==> config.mk <==
export PLATFORM = sky130hd
export DESIGN_NAME = glitch_sequencer_flat
export DESIGN_NICKNAME = d
export VERILOG_FILES = /design/src/rtl/glitch_sequencer_pkg.sv /design/src/rtl/glitch_sequencer_if.sv /design/src/rtl/glitch_sequencer_trig_sync.sv /design/src/rtl/glitch_sequencer.sv /design/src/flat_wrapper.sv
export SDC_FILE = /design/constraint.sdc
export NUM_CORES = 1
export LEC_CHECK = 0
export CORE_ASPECT_RATIO = 0.9
export CORE_MARGIN = 3
export CORE_UTILIZATION = 54
export DETAILED_ROUTE_END_ITERATION = 7
export PLACE_DENSITY = 0.77
export RECOVER_POWER = 50
export SYNTH_ARGS = -nofsm -noshare
export SYNTH_HDL_FRONTEND = slang
export SYNTH_HIERARCHICAL = 1
export SYNTH_SLANG_ARGS = --single-unit
==> constraint.sdc <==
create_clock -name clk -period 3.5 [get_ports clk]
set_input_delay 0.875 -clock clk [delete_from_list [all_inputs] [get_ports clk]]
set_output_delay 0.875 -clock clk [all_outputs]
set_load 0.005 [all_outputs]
==> src/rtl/glitch_sequencer_pkg.sv <==
// Shared types and helpers for the glitch sequencer: FSM state encoding,
// trigger-edge selection constants and the zero-to-one field substitution.
package glitch_pkg;

  typedef enum logic [2:0] {
    ST_IDLE  = 3'd0,
    ST_ARMED = 3'd1,
    ST_DELAY = 3'd2,
    ST_PULSE = 3'd3,
    ST_GAP   = 3'd4
  } state_t;

  localparam logic EDGE_RISE = 1'b0;
  localparam logic EDGE_FALL = 1'b1;

  // Wide enough for any counter field; callers cast back to their own width.
  function automatic logic [63:0] clamp1(input logic [63:0] v);
    return (v == 64'd0) ? 64'd1 : v;
  endfunction

endpackage

==> src/rtl/glitch_sequencer_if.sv <==
// Host-side control/status bundle: arm/abort requests, sequence config and
// the armed/busy/done handshake status.
interface glitch_sequencer_if #(
  parameter int CNT_W  = 32,
  parameter int PCNT_W = 8
);
  logic              arm;
  logic              abort;
  logic [CNT_W-1:0]  cfg_delay;
  logic [CNT_W-1:0]  cfg_width;
  logic [CNT_W-1:0]  cfg_gap;
  logic [PCNT_W-1:0] cfg_count;
  logic              cfg_edge;
  logic              cfg_invert;
  logic              armed;
  logic              busy;
  logic              done;

  modport master (
    output arm, abort, cfg_delay, cfg_width, cfg_gap, cfg_count, cfg_edge, cfg_invert,
    input  armed, busy, done
  );

  modport slave (
    input  arm, abort, cfg_delay, cfg_width, cfg_gap, cfg_count, cfg_edge, cfg_invert,
    output armed, busy, done
  );
endinterface

==> src/rtl/glitch_sequencer_trig_sync.sv <==
// Trigger synchroniser (reset-to-0 flop chain) followed by an edge detector
// producing one-cycle rise and fall strobes.
module trig_sync #(
  parameter int SYNC_STAGES = 2
) (
  input  logic clk,
  input  logic rst,
  input  logic din,
  output logic rise,
  output logic fall
);

  logic [SYNC_STAGES-1:0] sync;
  logic                   last;

  always_ff @(posedge clk) begin
    if (rst) begin
      sync <= '0;
      last <= 1'b0;
    end else begin
      sync <= {sync[SYNC_STAGES-2:0], din};
      last <= sync[SYNC_STAGES-1];
    end
  end

  assign rise = sync[SYNC_STAGES-1] & ~last;
  assign fall = ~sync[SYNC_STAGES-1] & last;

endmodule

==> src/rtl/glitch_sequencer.sv <==
// Armed, edge-triggered glitch pulse-train generator. Config is latched at
// arm; outputs are registered one cycle behind the state register.
//
// state | meaning
// IDLE  | waiting for arm; glitch at latched inactive level
// ARMED | config latched, waiting for the selected trigger edge
// DELAY | counting cycles from edge detect to first pulse
// PULSE | glitch active for width cycles
// GAP   | glitch inactive for gap cycles between pulses
module glitch_sequencer
  import glitch_pkg::*;
#(
  parameter int CNT_W       = 32,
  parameter int PCNT_W      = 8,
  parameter int SYNC_STAGES = 2
) (
  input  logic                clk,
  input  logic                rst,
  input  logic                trigger,
  glitch_sequencer_if.slave   ctl,
  output logic                glitch
);

  state_t            state;
  logic [CNT_W-1:0]  cnt;
  logic [PCNT_W-1:0] pcnt;
  logic [CNT_W-1:0]  delay_lat;
  logic [CNT_W-1:0]  width_lat;
  logic [CNT_W-1:0]  gap_lat;
  logic [PCNT_W-1:0] count_lat;
  logic              edge_lat;
  logic              inv_lat;
  logic              glitch_q;
  logic              armed_q;
  logic              busy_q;
  logic              done_q;
  logic              fin;
  logic              trig_rise;
  logic              trig_fall;
  logic              edge_hit;
  logic              in_busy;

  trig_sync #(.SYNC_STAGES(SYNC_STAGES)) u_sync (
    .clk  (clk),
    .rst  (rst),
    .din  (trigger),
    .rise (trig_rise),
    .fall (trig_fall)
  );

  assign edge_hit = (edge_lat == EDGE_FALL) ? trig_fall : trig_rise;
  assign in_busy  = (state == ST_DELAY) || (state == ST_PULSE) || (state == ST_GAP);

  always_ff @(posedge clk) begin
    if (rst) begin
      state     <= ST_IDLE;
      cnt       <= '0;
      pcnt      <= '0;
      delay_lat <= '0;
      width_lat <= '0;
      gap_lat   <= '0;
      count_lat <= '0;
      edge_lat  <= EDGE_RISE;
      inv_lat   <= 1'b0;
      glitch_q  <= 1'b0;
      armed_q   <= 1'b0;
      busy_q    <= 1'b0;
      done_q    <= 1'b0;
      fin       <= 1'b0;
    end else begin
      fin      <= 1'b0;
      glitch_q <= (state == ST_PULSE && !ctl.abort) ? ~inv_lat : inv_lat;
      armed_q  <= (state == ST_ARMED) && !ctl.abort;
      busy_q   <= in_busy && !ctl.abort;
      // fin lags the last PULSE exit so done rises with the glitch falling edge
      if (fin) done_q <= 1'b1;

      if (ctl.abort) begin
        state <= ST_IDLE;
      end else begin
        case (state)
          ST_IDLE: begin
            if (ctl.arm) begin
              delay_lat <= ctl.cfg_delay;
              width_lat <= CNT_W'(clamp1(64'(ctl.cfg_width)));
              gap_lat   <= CNT_W'(clamp1(64'(ctl.cfg_gap)));
              count_lat <= PCNT_W'(clamp1(64'(ctl.cfg_count)));
              edge_lat  <= ctl.cfg_edge;
              inv_lat   <= ctl.cfg_invert;
              done_q    <= 1'b0;
              state     <= ST_ARMED;
            end
          end
          ST_ARMED: begin
            if (edge_hit) begin
              pcnt <= count_lat;
              if (delay_lat == '0) begin
                cnt   <= width_lat;
                state <= ST_PULSE;
              end else begin
                cnt   <= delay_lat;
                state <= ST_DELAY;
              end
            end
          end
          ST_DELAY: begin
            if (cnt == CNT_W'(1)) begin
              cnt   <= width_lat;
              state <= ST_PULSE;
            end else begin
              cnt <= cnt - CNT_W'(1);
            end
          end
          ST_PULSE: begin
            if (cnt == CNT_W'(1)) begin
              if (pcnt == PCNT_W'(1)) begin
                fin   <= 1'b1;
                state <= ST_IDLE;
              end else begin
                pcnt  <= pcnt - PCNT_W'(1);
                cnt   <= gap_lat;
                state <= ST_GAP;
              end
            end else begin
              cnt <= cnt - CNT_W'(1);
            end
          end
          ST_GAP: begin
            if (cnt == CNT_W'(1)) begin
              cnt   <= width_lat;
              state <= ST_PULSE;
            end else begin
              cnt <= cnt - CNT_W'(1);
            end
          end
          default: state <= ST_IDLE;
        endcase
      end
    end
  end

  assign glitch    = glitch_q;
  assign ctl.armed = armed_q;
  assign ctl.busy  = busy_q;
  assign ctl.done  = done_q;

endmodule

==> src/flat_wrapper.sv <==
// flat-port wrapper written by rule: the top's interface ports become plain ports
module glitch_sequencer_flat import glitch_pkg::*;
#(
  parameter int CNT_W       = 32,
  parameter int PCNT_W      = 8,
  parameter int SYNC_STAGES = 2
)
  (clk, rst, trigger, glitch, ctl_arm, ctl_abort, ctl_cfg_delay, ctl_cfg_width, ctl_cfg_gap, ctl_cfg_count, ctl_cfg_edge, ctl_cfg_invert, ctl_armed, ctl_busy, ctl_done);
  glitch_sequencer_if #(.CNT_W(CNT_W), .PCNT_W(PCNT_W)) ctl_i ();
  input  logic clk;
  input  logic rst;
  input  logic trigger;
  output logic glitch;
  input wire logic [$bits(ctl_i.arm)-1:0] ctl_arm;
  input wire logic [$bits(ctl_i.abort)-1:0] ctl_abort;
  input wire logic [$bits(ctl_i.cfg_delay)-1:0] ctl_cfg_delay;
  input wire logic [$bits(ctl_i.cfg_width)-1:0] ctl_cfg_width;
  input wire logic [$bits(ctl_i.cfg_gap)-1:0] ctl_cfg_gap;
  input wire logic [$bits(ctl_i.cfg_count)-1:0] ctl_cfg_count;
  input wire logic [$bits(ctl_i.cfg_edge)-1:0] ctl_cfg_edge;
  input wire logic [$bits(ctl_i.cfg_invert)-1:0] ctl_cfg_invert;
  output wire logic [$bits(ctl_i.armed)-1:0] ctl_armed;
  output wire logic [$bits(ctl_i.busy)-1:0] ctl_busy;
  output wire logic [$bits(ctl_i.done)-1:0] ctl_done;
  assign ctl_i.arm = ctl_arm;
  assign ctl_i.abort = ctl_abort;
  assign ctl_i.cfg_delay = ctl_cfg_delay;
  assign ctl_i.cfg_width = ctl_cfg_width;
  assign ctl_i.cfg_gap = ctl_cfg_gap;
  assign ctl_i.cfg_count = ctl_cfg_count;
  assign ctl_i.cfg_edge = ctl_cfg_edge;
  assign ctl_i.cfg_invert = ctl_cfg_invert;
  assign ctl_armed = ctl_i.armed;
  assign ctl_busy = ctl_i.busy;
  assign ctl_done = ctl_i.done;
  glitch_sequencer #(.CNT_W(CNT_W), .PCNT_W(PCNT_W), .SYNC_STAGES(SYNC_STAGES)) u_core (.clk(clk), .rst(rst), .trigger(trigger), .ctl(ctl_i), .glitch(glitch));
endmodule
Word level (Yosys, flattened, before mapping)
Index checks and enable logic that the tools add are counted.
{"block": "op_classes", "n_reduce_logical": 20, "add_sub_neg": 2, "bitwise_logic": 8, "muxes": 27, "eq_ne": 12}
{"op": "32-bit 2-to-1 mux", "n": 7}
{"op": "32-bit zero test", "n": 3}
{"op": "32-bit case mux with 3 select lines", "n": 1}
{"op": "32-bit by 1-bit == test with 1-bit output (second input constant)", "n": 1}
{"op": "8-bit 2-to-1 mux", "n": 4}
{"op": "32-bit by 1-bit subtractor with 32-bit output (second input constant)", "n": 1}
{"op": "8-bit case mux with 2 select lines", "n": 1}
{"op": "3-bit 2-to-1 mux", "n": 5}
{"op": "3-bit case mux with 4 select lines", "n": 1}
{"op": "8-bit by 1-bit == test with 1-bit output (second input constant)", "n": 1}
{"op": "8-bit zero test", "n": 1}
{"op": "1-bit 2-to-1 mux", "n": 8}
{"op": "4-bit AND reduction", "n": 2}
{"op": "8-bit by 1-bit subtractor with 8-bit output (second input constant)", "n": 1}
{"op": "3-bit by 2-bit == test with 1-bit output (second input constant)", "n": 2}
{"op": "2-bit inequality test (second input constant)", "n": 3}
{"op": "1-bit NOT", "n": 6}
{"op": "5-bit AND reduction", "n": 1}
{"op": "2-bit by 1-bit inequality test with 1-bit output (second input constant)", "n": 2}
{"op": "2-bit OR reduction", "n": 2}
{"op": "4-bit OR reduction", "n": 1}
{"op": "3-bit by 1-bit == test with 1-bit output (second input constant)", "n": 1}
{"op": "3-bit == test (second input constant)", "n": 1}
{"op": "1-bit logical AND", "n": 3}
{"op": "other kinds (8)", "n": 10}
{"block": "word_totals", "input_bits": 111, "reg_bits": 157, "out_inout_bits": 4, "elab_cells": 85}

Depth between registers and ports, before layout
{"block": "logic_depth", "ltp_word": 5, "depth_mapped": 10, "mapped_depth_nobuf": 8}

Modules after synthesis
The synthesis kept the hierarchy.
{"mod": "glitch_sequencer", "area_each_um2": 7537.2, "instances": 1, "cells_each": 941, "seq_area_each_um2": 3083.0}
{"mod": "trig_sync", "area_each_um2": 91.3, "instances": 1, "cells_each": 8, "seq_area_each_um2": 60.1}

Worst setup path before layout
No wires, ideal clock.
{"block": "synth_timing", "kind": "register -> register", "start": "reg u_core.cnt[11]", "end": "reg u_core.pcnt[3]", "slack_ns": 0.983, "required_time_ns": 3.383, "arrival_ns": 2.399, "stages_incl_launch_ff": 8, "setup_time_ns": 0.117, "period_less_slack_ns": 2.517, "path_buffers": 1, "path_cell_list": "dfxtp_1 or4_1 buf_2 nor4_4 nand3_2 o41ai_4 o21ai_1 a32o_1"}
{"block": "synth_via", "elab_chain_cells": 3}
{"element": "start, declared", "line": "glitch_sequencer.sv:25", "rtl": "logic [CNT_W-1:0] cnt;"}
{"element": "start signal, assigned", "line": "glitch_sequencer.sv:98", "rtl": "cnt <= width_lat;"}
{"element": "start signal, assigned", "line": "glitch_sequencer.sv:101", "rtl": "cnt <= delay_lat;"}
{"element": "start signal, assigned", "line": "glitch_sequencer.sv:108", "rtl": "cnt <= width_lat;"}
{"element": "32-bit by 1-bit == test with 1-bit output", "line": "glitch_sequencer.sv:115", "rtl": "if (cnt == CNT_W'(1)) begin"}
{"element": "2-bit inequality test (no source line)"}
{"element": "5-bit AND reduction (no source line)"}
{"element": "end signal, assigned", "line": "glitch_sequencer.sv:96", "rtl": "pcnt <= count_lat;"}
{"element": "end signal, assigned", "line": "glitch_sequencer.sv:120", "rtl": "pcnt <= pcnt - PCNT_W'(1);"}
{"element": "end, declared", "line": "glitch_sequencer.sv:26", "rtl": "logic [PCNT_W-1:0] pcnt;"}
No other way between the ends.
A chain may end at the register's enable or synchronous reset.

==> metrics.cfg <==
[run_status]
outcome=finished, violations left
violations_in_the_final_reports=max-capacitance violations, max-slew violations

[finish]
area_growth_pct=24.88
diodes=0
drive_gt1_frac=0.07252
area_used_by_sequential_logic_in_the_layout_um2=3143
final_net_count=1150
most-common-layout-cells=157 x sky130_fd_sc_hd__dfxtp_1, 126 x sky130_fd_sc_hd__nand2_1, 108 x sky130_fd_sc_hd__clkdlybuf4s50_1
multiInputGateArea_um2=4066
layout.cells.most_common=sky130_fd_sc_hd__dfxtp_1
fillers=1110

[timing]
setup_viol=0
fin_ws_ns=0.2958
layout_worst_path_cycle_share=0.9155
final.min_clock_period_ns=3.204
timing_max_transition_violations_final=43
tightest_slew_ns=2.058
whs_ns=0.4380
grt_setup_unrepaired=false
timing.slew.headroom=-0.3723
hold_viol=0
achievable-frequency_mhz=312.1
tns_ns=0
finalClockSkew_ns=0.008012

[yosys]
synth_area_per_cell_um2=8.039
synth.largest_area_cell=sky130_fd_sc_hd__dfxtp_1
synth.distinct_cells=60
yosysSeqAreaShare=0.4120
synth.top_cell.area_share=0.4120
yosys_warnings=6
synth_flop_cell=sky130_fd_sc_hd__dfxtp_1
fraction_of_registers_with_async_set_or_reset_after_synthesis=0
synth-edff-count=0
syn_inst=949
syn_nets=1064
post_synth_instance_area_um2=7629
ys_ff_latch=157
synth_area_leaders=sky130_fd_sc_hd__dfxtp_1 41%, sky130_fd_sc_hd__a22o_1 6.7%, sky130_fd_sc_hd__nand2_1 6.2%

[floorplanning]
initial_utilization=0.5625
num_ports=115
fp.coreArea_um2=13560
floorplan.die.height_um=118.8
dieWidth_um=131.3
placement_rows=40
die_area_um2=15590

[detailed_routing]
viasPerCell=6.492
remaining_drc_errors=0
ant_nets=0
dr_total_vias=8031
detailedRoute.firstIterationViolations=1166
routed_wire_length_per_instance_um=20.14
totalWireLength_mm=24.91
detail_route.first_pass.iterations=6

[clocking]
tritoncts=yes
clk_latency_ns=0.43
numCtsBuffers=17
cts.htree.levels=4
path_clk_slew_ns=0.06
cts.sink_count=157
cts_setup_buffers=0
max-clock-path-buffers=2
cts-root-buf=sky130_fd_sc_hd__clkbuf_16
cts.repair.resized=0
postCtsHoldBufs=0

[job]
max_cap_viol_count=1

[global_routing]
grt_remaining_overflow=0
grt_antenna_before_repair=0
grt_pass1_vias=7051
track_usage=0.3140
grt_pass1_wl_mm=38.94
grt_max_degree=52

[pwr]
vdd_ir_drop_max_uv=368.3
cellInternalPower_mw=3.178
pwr-share-clk=0.444
sequentialPowerShare=0.446
p_sw_frac=0.2588
power.net_switching_mw=1.110
combinationalPowerShare=0.110
cellLeakagePower_nw=3.417
post-layout-total-power_mw=4.287
power_per_cell_area_nw_per_um2=450.0

[placed_design]
numPortBuffers=114
hpwlAfterDp_mm=17.85
preCtsSetupSlack_ns=0.4470
finalWeightedCongestion=0.9227

[critical_path]
timing.reg2reg.setup_slack_ns=0.43
reg2reg_from=u_core/cnt[11]$_SDFFE_PP0P_
cp-endpoint=u_core/gap_lat[14]$_SDFFE_PP0P_
worst-endpoint-arrival_ns=3.52
worstReg2RegEnd=u_core/cnt[16]$_SDFFE_PP0P_
worst_r2r_path_depth=7
critical_path_class=primary input to register
critPathLaunch=rst
critPathLaunchType=primary input
timing.critical_path.to_type=register
critPathMaxFanout=42
cp_data_required_time_ns=3.81

[worst_hold_path]
min_from=u_core/u_sync/sync[0]$_SDFF_PP0_
holdCritPathClass=register to register
timing.hold.worst_path_depth=1

worst min path at each step:
| stage | slack (ns) | endpoint |
|---|---|---|
| 3_3_place_gp | 0.42 | u_core/u_sync/sync[1]$_SDFF_PP0_ |
| 5_1_grt | 0.46 | u_core/ctl.done$_SDFF_PP0_ |
| 4_1_cts | 0.44 | u_core/u_sync/sync[1]$_SDFF_PP0_ |
| 2_1_floorplan | 0.41 | u_core/u_sync/sync[1]$_SDFF_PP0_ |
| 3_5_place_dp | 0.43 | u_core/u_sync/sync[1]$_SDFF_PP0_ |
| 6_report | 0.44 | u_core/u_sync/sync[1]$_SDFF_PP0_ |
metal layers:
| layer | GRT usage | up-vias | wire length (um) |
|---|---|---|---|
| met5 | 0 | - | 0 |
| met4 | 0.08990 | 0 | 464 |
| met3 | 0.08809 | 53 | 3258 |
| met2 | 0.4190 | 539 | 10030 |
| met1 | 0.4862 | 3731 | 11160 |
| li1 | - | 3708 | - |
sequential cells by signal (all words and copies together), names as in the netlist:
register            cells
u_core/u_sync/sync      2
u_core/ctl.done         1
u_core/cnt             32
u_core/delay_lat       32
u_core/glitch           1
u_core/count_lat        8
u_core/ctl.busy         1
u_core/state            3
u_core/ctl.armed        1
u_core/pcnt             8
u_core/width_lat       32
u_core/u_sync/last      1
u_core/inv_lat          1
u_core/gap_lat         32
u_core/edge_lat         1
u_core/fin              1
synthesized netlist by cell type, types with 12 or more instances:
master,n
sky130_fd_sc_hd__nand4_1,13
sky130_fd_sc_hd__o21ai_0,51
sky130_fd_sc_hd__a32o_1,16
sky130_fd_sc_hd__a22oi_1,29
sky130_fd_sc_hd__o211ai_1,18
sky130_fd_sc_hd__dfxtp_1,157
sky130_fd_sc_hd__nor3_1,56
sky130_fd_sc_hd__nand2_1,126
sky130_fd_sc_hd__nor4_1,42
sky130_fd_sc_hd__o21a_1,12
sky130_fd_sc_hd__nor2_1,52
sky130_fd_sc_hd__or3_1,14
sky130_fd_sc_hd__inv_1,42
sky130_fd_sc_hd__a21oi_1,82
sky130_fd_sc_hd__clkbuf_1,67
sky130_fd_sc_hd__a22o_1,58
critical path: stages:
cell and delay, ns:
sky130_fd_sc_hd__clkbuf_1 0.26, sky130_fd_sc_hd__clkbuf_1 1.51, sky130_fd_sc_hd__nor3_2 0.11, sky130_fd_sc_hd__clkbuf_2 0.44
sky130_fd_sc_hd__a22o_1 0.31
layout make-up:
| class | count | share of cell area |
|---|---|---|
| Tap cell | 189 | 0.02482 |
| Inverter | 42 | 0.01655 |
| Multi-Input combinational cell | 677 | 0.4268 |
| Clock buffer | 19 | 0.04754 |
| Clock inverter | 13 | 0.01602 |
| Sequential cell | 157 | 0.3299 |
| Timing Repair Buffer | 140 | 0.1383 |
cells by family (layout without fill, tap and decap cells):
| kind of cell | after synthesis | in the layout | synth area share |
|---|---|---|---|
| AND/OR/NAND/NOR | 352 | 352 | 0.2280 |
| XOR/XNOR | 5 | 5 | 0.005740 |
| adder cells (fa/ha/maj) | 4 | 4 | 0.006561 |
| buffers and inverters | 115 | 214 | 0.05740 |
| flip-flops | 157 | 157 | 0.4120 |
| multiplexers | 1 | 1 | 0.001312 |
| AO/OA/AOI/OAI | 315 | 315 | 0.2890 |
power groups by stage:
stage / sequential (mW) / combinational [mW] / clock (mW)
6_report: 1.91 / 0.473 / 1.90
5_1_grt: 1.92 / 0.508 / 1.98
4_1_cts: 1.91 / 0.464 / 1.91
3_5_place_dp: 1.95 / 0.460 / 0
3_3_place_gp: 1.95 / 0.457 / 0
2_1_floorplan: 1.92 / 0.239 / 0
per-stage QoR:
| stage | util | cell area, um2 | std cells |
|---|---|---|---|
| final | 0.7024 | 9527 | 1237 |
| after global routing | 0.7024 | 9527 | 1237 |
| after CTS | 0.7039 | 9547 | 1237 |
| after detailed placement | 0.6592 | 8941 | 1205 |
| after global placement | 0.6592 | 8941 | 1205 |
| after floorplan | - | 7629 | 949 |
No activity file was read; power rests on OpenSTA's default activity.
